**src/rtl/ising_config.sv**
```systemverilog
// Shared configuration package for the PS-to-PL configuration path.
// Holds the GPIO bus field positions, the register address map and the
// indirect lookup-table map used by gpio_cfg_decoder.
package ising_config;

  // GPIO bus layout: w_clk at bit 24, data at 23:16, addr at 15:0.
  localparam int GPIO_WCLK_BIT = 24;
  localparam int GPIO_DATA_LSB = 16;
  localparam int GPIO_ADDR_LSB = 0;

  // Direct-action registers.
  localparam logic [15:0] REG_RUN_TRIG = 16'h0000;
  localparam logic [15:0] REG_DEL_TRIG = 16'h0001;
  localparam logic [15:0] REG_HALT     = 16'h0002;
  localparam logic [15:0] REG_ADC_RUN  = 16'h0005;

  // Indirect table access: each table has a pointer register and a data
  // register; a data write stores at the pointer and then advances it.
  localparam logic [15:0] REG_TBL_A_PTR        = 16'h0015;
  localparam logic [15:0] REG_TBL_A_DATA       = 16'h0016;
  localparam logic [15:0] REG_TBL_A_NL_PTR     = 16'h0027;
  localparam logic [15:0] REG_TBL_A_NL_DATA    = 16'h0028;
  localparam logic [15:0] REG_TBL_B_PTR        = 16'h001A;
  localparam logic [15:0] REG_TBL_B_DATA       = 16'h001B;
  localparam logic [15:0] REG_TBL_C_PTR        = 16'h001F;
  localparam logic [15:0] REG_TBL_C_DATA       = 16'h0020;
  localparam logic [15:0] REG_TBL_MAC_DRV_PTR  = 16'h000C;
  localparam logic [15:0] REG_TBL_MAC_DRV_DATA = 16'h000D;
  localparam logic [15:0] REG_TBL_NL_DRV_PTR   = 16'h000F;
  localparam logic [15:0] REG_TBL_NL_DRV_DATA  = 16'h0010;

  typedef enum logic [2:0] {
    TBL_A,
    TBL_A_NL,
    TBL_B,
    TBL_C,
    TBL_MAC_DRV,
    TBL_NL_DRV
  } tbl_sel_t;

  localparam int NUM_TBLS  = 6;
  localparam int TBL_PTR_W = 8;

  // Result of looking an address up in the table map.
  typedef struct packed {
    logic     hit_ptr;   // address is a table pointer register
    logic     hit_data;  // address is a table data register
    tbl_sel_t sel;       // which table was hit
  } tbl_hit_t;

  // Classify an address against the table map.
  function automatic tbl_hit_t tbl_decode(input logic [15:0] addr);
    tbl_hit_t hit;
    hit = '{hit_ptr: 1'b0, hit_data: 1'b0, sel: TBL_A};
    case (addr)
      REG_TBL_A_PTR:        begin hit.hit_ptr  = 1'b1; hit.sel = TBL_A;       end
      REG_TBL_A_DATA:       begin hit.hit_data = 1'b1; hit.sel = TBL_A;       end
      REG_TBL_A_NL_PTR:     begin hit.hit_ptr  = 1'b1; hit.sel = TBL_A_NL;    end
      REG_TBL_A_NL_DATA:    begin hit.hit_data = 1'b1; hit.sel = TBL_A_NL;    end
      REG_TBL_B_PTR:        begin hit.hit_ptr  = 1'b1; hit.sel = TBL_B;       end
      REG_TBL_B_DATA:       begin hit.hit_data = 1'b1; hit.sel = TBL_B;       end
      REG_TBL_C_PTR:        begin hit.hit_ptr  = 1'b1; hit.sel = TBL_C;       end
      REG_TBL_C_DATA:       begin hit.hit_data = 1'b1; hit.sel = TBL_C;       end
      REG_TBL_MAC_DRV_PTR:  begin hit.hit_ptr  = 1'b1; hit.sel = TBL_MAC_DRV; end
      REG_TBL_MAC_DRV_DATA: begin hit.hit_data = 1'b1; hit.sel = TBL_MAC_DRV; end
      REG_TBL_NL_DRV_PTR:   begin hit.hit_ptr  = 1'b1; hit.sel = TBL_NL_DRV;  end
      REG_TBL_NL_DRV_DATA:  begin hit.hit_data = 1'b1; hit.sel = TBL_NL_DRV;  end
      default: ;
    endcase
    return hit;
  endfunction

endpackage

```
**src/rtl/gpio_sync_edge.sv**
```systemverilog
// Synchroniser for the asynchronous PS GPIO bus plus rising-edge detection
// of the write-clock bit. All synchroniser and edge-history flops reset to 1,
// so a w_clk that is already high when reset releases never looks like an
// edge: a write needs a synchronised low followed by a high.
// edge_o and bus_o are registered together: bus_o holds the word that was
// on the synchronised bus when the rising edge was seen.
module gpio_sync_edge #(
  parameter int SYNC_STAGES = 2,   // must be >= 2
  parameter int GPIO_W      = 25,
  parameter int WCLK_BIT    = 24
) (
  input  logic              clk,
  input  logic              rst_n,
  input  logic [GPIO_W-1:0] gpio_i,
  output logic [GPIO_W-1:0] bus_o,
  output logic              edge_o
);

  logic [GPIO_W-1:0] sync_q [SYNC_STAGES];
  logic [GPIO_W-1:0] bus_q;
  logic              wclk_prev_q;
  logic              edge_q;
  logic              wclk_sync;

  assign wclk_sync = sync_q[SYNC_STAGES-1][WCLK_BIT];

  // Multi-flop synchroniser chain for the whole bus.
  always_ff @(posedge clk or negedge rst_n) begin
    if (!rst_n) begin
      for (int i = 0; i < SYNC_STAGES; i++) sync_q[i] <= '1;
    end else begin
      // NOTE: non-blocking assignments make each stage take the previous
      // stage's old value, which is what turns this into a shift chain.
      sync_q[0] <= gpio_i;
      for (int i = 1; i < SYNC_STAGES; i++) sync_q[i] <= sync_q[i-1];
    end
  end

  // Rising-edge detect on synchronised w_clk, capturing the bus alongside.
  always_ff @(posedge clk or negedge rst_n) begin
    if (!rst_n) begin
      wclk_prev_q <= 1'b1;
      edge_q      <= 1'b0;
      bus_q       <= '1;
    end else begin
      wclk_prev_q <= wclk_sync;
      edge_q      <= wclk_sync & ~wclk_prev_q;
      bus_q       <= sync_q[SYNC_STAGES-1];
    end
  end

  assign bus_o  = bus_q;
  assign edge_o = edge_q;

endmodule

```
**src/rtl/gpio_cfg_decoder.sv**
```systemverilog
// Configuration-path front end: synchronises the PS GPIO word, turns each
// w_clk rising edge into one registered register-write strobe, fires the
// trigger pulses, maintains the halt level and performs indirect table
// writes through six independent auto-incrementing 8-bit pointers.
// Optional macro GPIO_WR_LOG_EN adds an accepted-write counter and a
// last-address register; without it those outputs are tied to zero.
module gpio_cfg_decoder
  import ising_config::*;
#(
  parameter int SYNC_STAGES = 2,
  parameter int GPIO_W      = 25,
  parameter int ADDR_W      = 16,
  parameter int DATA_W      = 8
) (
  input  logic              clk,
  input  logic              rst,
  input  logic [GPIO_W-1:0] gpio_in,
  output logic              wr_en,
  output logic [ADDR_W-1:0] wr_addr,
  output logic [DATA_W-1:0] wr_data,
  output logic              run_trig,
  output logic              del_trig,
  output logic              adc_run,
  output logic              halt,
  output logic              tbl_wr_en,
  output logic [2:0]        tbl_sel,
  output logic [7:0]        tbl_addr,
  output logic [DATA_W-1:0] tbl_data,
  output logic [15:0]       wr_count,
  output logic [ADDR_W-1:0] last_addr
);

  // Captured write from the synchroniser.
  logic [GPIO_W-1:0] cap_bus;
  logic              cap_edge;
  logic [ADDR_W-1:0] cap_addr;
  logic [DATA_W-1:0] cap_data;
  logic              unused_wclk;
  tbl_hit_t          hit;

  gpio_sync_edge #(
    .SYNC_STAGES (SYNC_STAGES),
    .GPIO_W      (GPIO_W),
    .WCLK_BIT    (GPIO_WCLK_BIT)
  ) u_sync_edge (
    .clk    (clk),
    .rst_n  (rst),
    .gpio_i (gpio_in),
    .bus_o  (cap_bus),
    .edge_o (cap_edge)
  );

  assign cap_addr    = cap_bus[GPIO_ADDR_LSB +: ADDR_W];
  assign cap_data    = cap_bus[GPIO_DATA_LSB +: DATA_W];
  // The w_clk bit has already been consumed by the edge detector.
  assign unused_wclk = cap_bus[GPIO_WCLK_BIT];
  assign hit         = tbl_decode(16'(cap_addr));

  // Output and pointer state.
  logic                 wr_en_q,     wr_en_d;
  logic [ADDR_W-1:0]    wr_addr_q,   wr_addr_d;
  logic [DATA_W-1:0]    wr_data_q,   wr_data_d;
  logic                 run_trig_q,  run_trig_d;
  logic                 del_trig_q,  del_trig_d;
  logic                 adc_run_q,   adc_run_d;
  logic                 halt_q,      halt_d;
  logic                 tbl_wr_en_q, tbl_wr_en_d;
  tbl_sel_t             tbl_sel_q,   tbl_sel_d;
  logic [TBL_PTR_W-1:0] tbl_addr_q,  tbl_addr_d;
  logic [DATA_W-1:0]    tbl_data_q,  tbl_data_d;
  logic [TBL_PTR_W-1:0] ptr_q [NUM_TBLS];
  logic [TBL_PTR_W-1:0] ptr_d [NUM_TBLS];

  // Decode the captured write into next-cycle strobes and pointer updates.
  always_comb begin
    // NOTE: every signal gets its hold/idle value first, so no path through
    // the decode below can leave one unassigned and infer a latch.
    wr_en_d     = 1'b0;
    run_trig_d  = 1'b0;
    del_trig_d  = 1'b0;
    adc_run_d   = 1'b0;
    tbl_wr_en_d = 1'b0;
    wr_addr_d   = wr_addr_q;
    wr_data_d   = wr_data_q;
    halt_d      = halt_q;
    tbl_sel_d   = tbl_sel_q;
    tbl_addr_d  = tbl_addr_q;
    tbl_data_d  = tbl_data_q;
    ptr_d       = ptr_q;

    if (cap_edge) begin
      wr_en_d    = 1'b1;
      wr_addr_d  = cap_addr;
      wr_data_d  = cap_data;
      run_trig_d = (cap_addr == ADDR_W'(REG_RUN_TRIG));
      del_trig_d = (cap_addr == ADDR_W'(REG_DEL_TRIG));
      adc_run_d  = (cap_addr == ADDR_W'(REG_ADC_RUN));

      if (cap_addr == ADDR_W'(REG_HALT)) begin
        halt_d = cap_data[0];
      end

      if (hit.hit_ptr) begin
        ptr_d[hit.sel] = TBL_PTR_W'(cap_data);
      end

      // Data write stores at the current pointer, then post-increments it
      // (8-bit arithmetic wraps 255 -> 0).
      if (hit.hit_data) begin
        tbl_wr_en_d    = 1'b1;
        tbl_sel_d      = hit.sel;
        tbl_addr_d     = ptr_q[hit.sel];
        tbl_data_d     = cap_data;
        ptr_d[hit.sel] = ptr_q[hit.sel] + TBL_PTR_W'(1);
      end
    end
  end

  // Registered strobes, held write/table fields and the halt level.
  always_ff @(posedge clk or negedge rst) begin
    if (!rst) begin
      wr_en_q     <= 1'b0;
      wr_addr_q   <= '0;
      wr_data_q   <= '0;
      run_trig_q  <= 1'b0;
      del_trig_q  <= 1'b0;
      adc_run_q   <= 1'b0;
      halt_q      <= 1'b0;
      tbl_wr_en_q <= 1'b0;
      tbl_sel_q   <= TBL_A;
      tbl_addr_q  <= '0;
      tbl_data_q  <= '0;
    end else begin
      wr_en_q     <= wr_en_d;
      wr_addr_q   <= wr_addr_d;
      wr_data_q   <= wr_data_d;
      run_trig_q  <= run_trig_d;
      del_trig_q  <= del_trig_d;
      adc_run_q   <= adc_run_d;
      halt_q      <= halt_d;
      tbl_wr_en_q <= tbl_wr_en_d;
      tbl_sel_q   <= tbl_sel_d;
      tbl_addr_q  <= tbl_addr_d;
      tbl_data_q  <= tbl_data_d;
    end
  end

  // Table pointer array.
  always_ff @(posedge clk or negedge rst) begin
    if (!rst) begin
      // NOTE: this small array is reset on purpose - software relies on
      // every pointer starting at 0 - unlike bulk storage, which is
      // normally left unreset so it can map onto RAM.
      for (int i = 0; i < NUM_TBLS; i++) ptr_q[i] <= '0;
    end else begin
      for (int i = 0; i < NUM_TBLS; i++) ptr_q[i] <= ptr_d[i];
    end
  end

  assign wr_en     = wr_en_q;
  assign wr_addr   = wr_addr_q;
  assign wr_data   = wr_data_q;
  assign run_trig  = run_trig_q;
  assign del_trig  = del_trig_q;
  assign adc_run   = adc_run_q;
  assign halt      = halt_q;
  assign tbl_wr_en = tbl_wr_en_q;
  assign tbl_sel   = tbl_sel_q;
  assign tbl_addr  = tbl_addr_q;
  assign tbl_data  = tbl_data_q;

`ifdef GPIO_WR_LOG_EN
  logic [15:0]       wr_count_q;
  logic [ADDR_W-1:0] last_addr_q;

  // Accepted-write log, updating in the same cycle wr_en is asserted.
  always_ff @(posedge clk or negedge rst) begin
    if (!rst) begin
      wr_count_q  <= '0;
      last_addr_q <= '0;
    end else if (cap_edge) begin
      wr_count_q  <= wr_count_q + 16'd1;
      last_addr_q <= cap_addr;
    end
  end

  assign wr_count  = wr_count_q;
  assign last_addr = last_addr_q;
`else
  assign wr_count  = '0;
  assign last_addr = '0;
`endif

endmodule

```
**config.mk**
```make
export PLATFORM = sky130hd
export DESIGN_NAME = gpio_cfg_decoder
export DESIGN_NICKNAME = d
export VERILOG_FILES = /design/src/rtl/ising_config.sv /design/src/rtl/gpio_sync_edge.sv /design/src/rtl/gpio_cfg_decoder.sv
export SDC_FILE = /design/constraint.sdc
export NUM_CORES = 1
export LEC_CHECK = 0
export CORE_AREA = 5 5 115 117
export CTS_BUF_LIST = sky130_fd_sc_hd__clkbuf_4 sky130_fd_sc_hd__clkbuf_8
export CTS_CLUSTER_DIAMETER = 60
export DETAILED_ROUTE_END_ITERATION = 6
export DIE_AREA = 0 0 120 122
export GPL_TIMING_DRIVEN = 0
export PLACE_DENSITY = 0.84
export SYNTH_ARGS = -nofsm -noshare
export SYNTH_HDL_FRONTEND = slang
export SYNTH_SLANG_ARGS = --single-unit
export TNS_END_PERCENT = 1
```
**constraint.sdc**
```tcl
create_clock -name clk -period 4.6 [get_ports clk]
set_input_delay 0.92 -clock clk [delete_from_list [all_inputs] [get_ports clk]]
set_output_delay 0.92 -clock clk [all_outputs]
set_load 0.05 [all_outputs]
```
==> implementation parameters <==
Parameter                              Value

Run status
  Result of the run ... complete, no violations

Pwr
  Peak VDD IR ... 357 uV
  Leakage power figure ... 0.00373 uW
  Total power divided by cell area ... 381 mW/mm^2
  Tot Pwr ... 3290 uW

STA
  RSZ-0062 raised after global routing ... no
  Timing-limited maximum frequency ... 258 MHz
  Post-route setup slack ... 718 ps
  Slew at the pin closest to its max-slew limit ... 1280 ps
  Pins over their slew limit ... 0
  Minimum clock period ... 3880 ps
  Final hold violations ... 0
  Finish-stage setup viols ... 0
  Largest clock skew in the final design ... 11.7 ps
  Part of the cycle the worst path needs ... 84.4%
  Relative max-transition margin ... 14.2%
  Final-layout setup total negative slack ... 0 ps

CTS
  Clock net sink count ... 173
  TritonCTS clock tree ... built
  Clock latency at the later pin of the worst-skew pair ... 460 ps
  Clock tree root buffer cell ... clkbuf_8
  Maximum clock insertion buffer count ... 2
  Number of levels in the clock H-tree ... 4
  Post-CTS Hold Buffers ... 0
  Clock transition at the registers of the reported paths ... 90 ps
  # Post-CTS Setup Buffers ... 0
  Number of gates resized after CTS ... 0
  TritonCTS buffer count ... 17

Place
  Weighted congestion at the end of routability-driven global placement ... 0.928
  Count of input and output buffers ... 75
  Half-perimeter wire length after detailed placement ... 11600 um
  Placed Cells incl. Taps ... 859
  Worst slack after detailed placement ... 871 ps

Setup path
  Category of the worst setup path launch point ... register
  Critical Setup Path Class ... register to register
  Endpoint kind of the worst setup timing path ... register
  Cell-by-cell trace of the critical path ... nor4b_2 -> a32oi_1 -> o21ai_2 -> o21ai_1 -> a221oi_1 -> nand2b_1 -> inv_1 -> ha_1 -> xnor2_1 -> nor2_1 -> o31ai_1
  Total buffers and inverters traversed by the critical path ... 1
  Data arrival time at the worst-slack endpoint ... 4260 ps
  Required time worst endpoint ... 4980 ps
  Cell family with most CP delay ... compound AO/OA/AOI/OAI gates
  Maximum fanout along the worst path ... 7
  Slowest cell on the critical path ... xnor2_1
  Longest individual stage delay on the worst path ... 590 ps

Yosys
  Sequential fraction of the synthesis area ... 62.6%
  Post-Synthesis Cells ... 602
  Yosys warning total ... 0
  Post-Synthesis Cell Area ... 0.00707 mm^2
  Post-synthesis average cell area ... 11.7 um^2
  Leading register cell type out of synthesis ... dfrtp_1
  Distinct cell type count of the synthesized netlist ... 55
  Post-synth EDFFs ... 0
  Synth Register Bits ... 173
  Fraction of registers with async set or reset after synthesis ... 100%

Global routing
  Wire length of the first global-routing pass ... 27200 um
  GRT Overall Usage ... 24.0%
  Maximum number of pins on one net before global-route repair ... 104
  Global route total overflow ... 0
  Number of antenna violations at the first check in global routing ... 0
  Via count of the first global-routing pass ... 5274

Layout
  Non-filler instance count after layout ... 891
  Antenna fix cells ... 0
  Fraction of layout cells with a size suffix above 1 ... 25.5%
  Layout overhead on the synthesized area ... 22.1%
  Multi-input gate area ... 0.00236 mm^2
  Net count reported at finish ... 756
  Seq. cell area ... 0.00442 mm^2
  # fillers ... 878

Route
  Detailed-router iteration count before antenna repair ... 5
  Vias per inst ... 5.68
  Violation count after the first detailed-route iteration ... 444
  Via count ... 5058
  Post-route DRC violation count ... 0
  Antenna-violating nets left ... 0
  Wire length per cell after detailed routing ... 18.5 um
  Routed wire length ... 16500 um

Floorplan
  Die Outline Area ... 0.0146 mm^2
  Top-level I/O count ... 108
  Die height ... 122 um
  Core Area ... 0.0123 mm^2
  Initial Utilization ... 57.6%
  X dimension of the die ... 120 um
  Number of rows created at floorplan ... 41

Min path
  Worst min-delay path category ... register to register

Flow run
  Maxcap violations ... 0
synth_stat cells (3+ instances only):
| library cell | count | area [um^2] |
|---|---|---|
| and3_1 | 3 | 18.8 |
| buf_4 | 33 | 248 |
| o21ai_0 | 16 | 80.1 |
| nor2_1 | 40 | 150 |
| xnor2_2 | 3 | 48.8 |
| buf_2 | 4 | 20.0 |
| a31oi_1 | 3 | 18.8 |
| mux2_2 | 25 | 282 |
| nand3_1 | 14 | 70.1 |
| mux2i_1 | 17 | 170 |
| nor2b_1 | 3 | 18.8 |
| nor3_1 | 9 | 45.0 |
| a21oi_1 | 42 | 210 |
| clkbuf_1 | 15 | 56.3 |
| a221oi_1 | 7 | 61.3 |
| nand2b_1 | 8 | 50.1 |
| nor4_1 | 7 | 43.8 |
| o22ai_1 | 45 | 282 |
| buf_1 | 10 | 37.5 |
| inv_1 | 7 | 26.3 |
| a22oi_1 | 7 | 52.6 |
| xnor2_1 | 3 | 26.3 |
| dfrtp_1 | 98 | 2450 |
| nand2_1 | 73 | 274 |
| dfstp_2 | 75 | 1970 |
per-stage QoR:
step | hold slack (ps) | area (um^2) | utilization, %
floorplan | 345 | 7180 | -
global placement | 345 | 8120 | 66.2
detailed placement | 347 | 8150 | 66.5
CTS | 356 | 8620 | 70.3
global route | 357 | 8620 | 70.3
finish | 357 | 8620 | 70.3
layer usage:
| layer | GRT usage [%] | wire length (um) | up-vias |
|---|---|---|---|
| li1 | - | - | 2319 |
| met3 | 5.15 | 1230 | 36 |
| met1 | 31.1 | 6650 | 2463 |
| met2 | 39.4 | 8210 | 240 |
| met5 | 0 | 0 | - |
| met4 | 10.4 | 427 | 0 |
path summary, 6_finish.rpt:
check | startpoint | endpoint | slack [ps] | cells past startpoint
worst max-delay path | u_sync_edge.bus_o[5] | ptr_q[34] | 720 | 11
min in group asynchronous | rst | wr_addr[8] | 450 | 1
worst max register to register | u_sync_edge.bus_o[5] | ptr_q[34] | 720 | 11
worst min-delay path | u_sync_edge.sync_q[18] | u_sync_edge.bus_o[18] | 360 | 0
max in group asynchronous | rst | u_sync_edge.wclk_prev_q | 3260 | 2
worst min register to register | u_sync_edge.sync_q[18] | u_sync_edge.bus_o[18] | 360 | 0
layout by cell type, fill, tap and decap left out, types with 15 or more instances in the layout:
| master | synthesis | routed |
|---|---|---|
| dfrtp_1 | 98 | 98 |
| dfstp_2 | 75 | 75 |
| clkdlybuf4s50_1 | 0 | 74 |
| nand2_1 | 73 | 73 |
| o22ai_1 | 45 | 45 |
| a21oi_1 | 42 | 42 |
| nor2_1 | 40 | 40 |
| buf_4 | 33 | 33 |
| conb_1 | 1 | 32 |
| mux2_2 | 25 | 25 |
| clkbuf_8 | 0 | 19 |
| mux2i_1 | 17 | 17 |
| o21ai_0 | 16 | 16 |
| clkbuf_1 | 15 | 15 |
cell type report:
type | count | share of cell area [%]
Timing Repair Buffer | 76 | 9.04
Inverter | 7 | 0.305
Tap cell | 150 | 2.18
Clock buffer | 20 | 3.12
Clock inverter | 12 | 2.39
Multi-Input combinational cell | 390 | 27.4
Sequential cell | 173 | 51.3
Buffer | 63 | 4.32
state kept, by name (all words and copies together), names as in the netlist:
register                 flops
u_sync_edge.edge_o           1
tbl_sel                      3
wr_addr                     16
wr_data                      8
u_sync_edge.bus_o           24
adc_run                      1
tbl_data                     8
wr_en                        1
u_sync_edge.sync_q          50
tbl_wr_en                    1
u_sync_edge.wclk_prev_q      1
halt                         1
del_trig                     1
run_trig                     1
ptr_q                       48
tbl_addr                     8
cells by family (layout without fill, tap and decap cells):
family | after synthesis | after routing | synth area share [%]
other cells | 1 | 32 | 0.0531
flops | 173 | 173 | 62.6
xor+xnor | 7 | 7 | 1.29
mux | 42 | 42 | 6.39
compound gates | 134 | 134 | 11.9
simple gates | 174 | 174 | 12.0
fa+ha+maj | 1 | 1 | 0.177
buf+inv | 70 | 178 | 5.65
power by group:
part,switching [uW],internal [uW],leakage (uW)
registers,38.1,1610,0.00210
clock network,542,689,0.000240
logic,273,132,0.00139
total,854,2430,0.00373
Note: power is estimated with default switching activity, not from simulation.
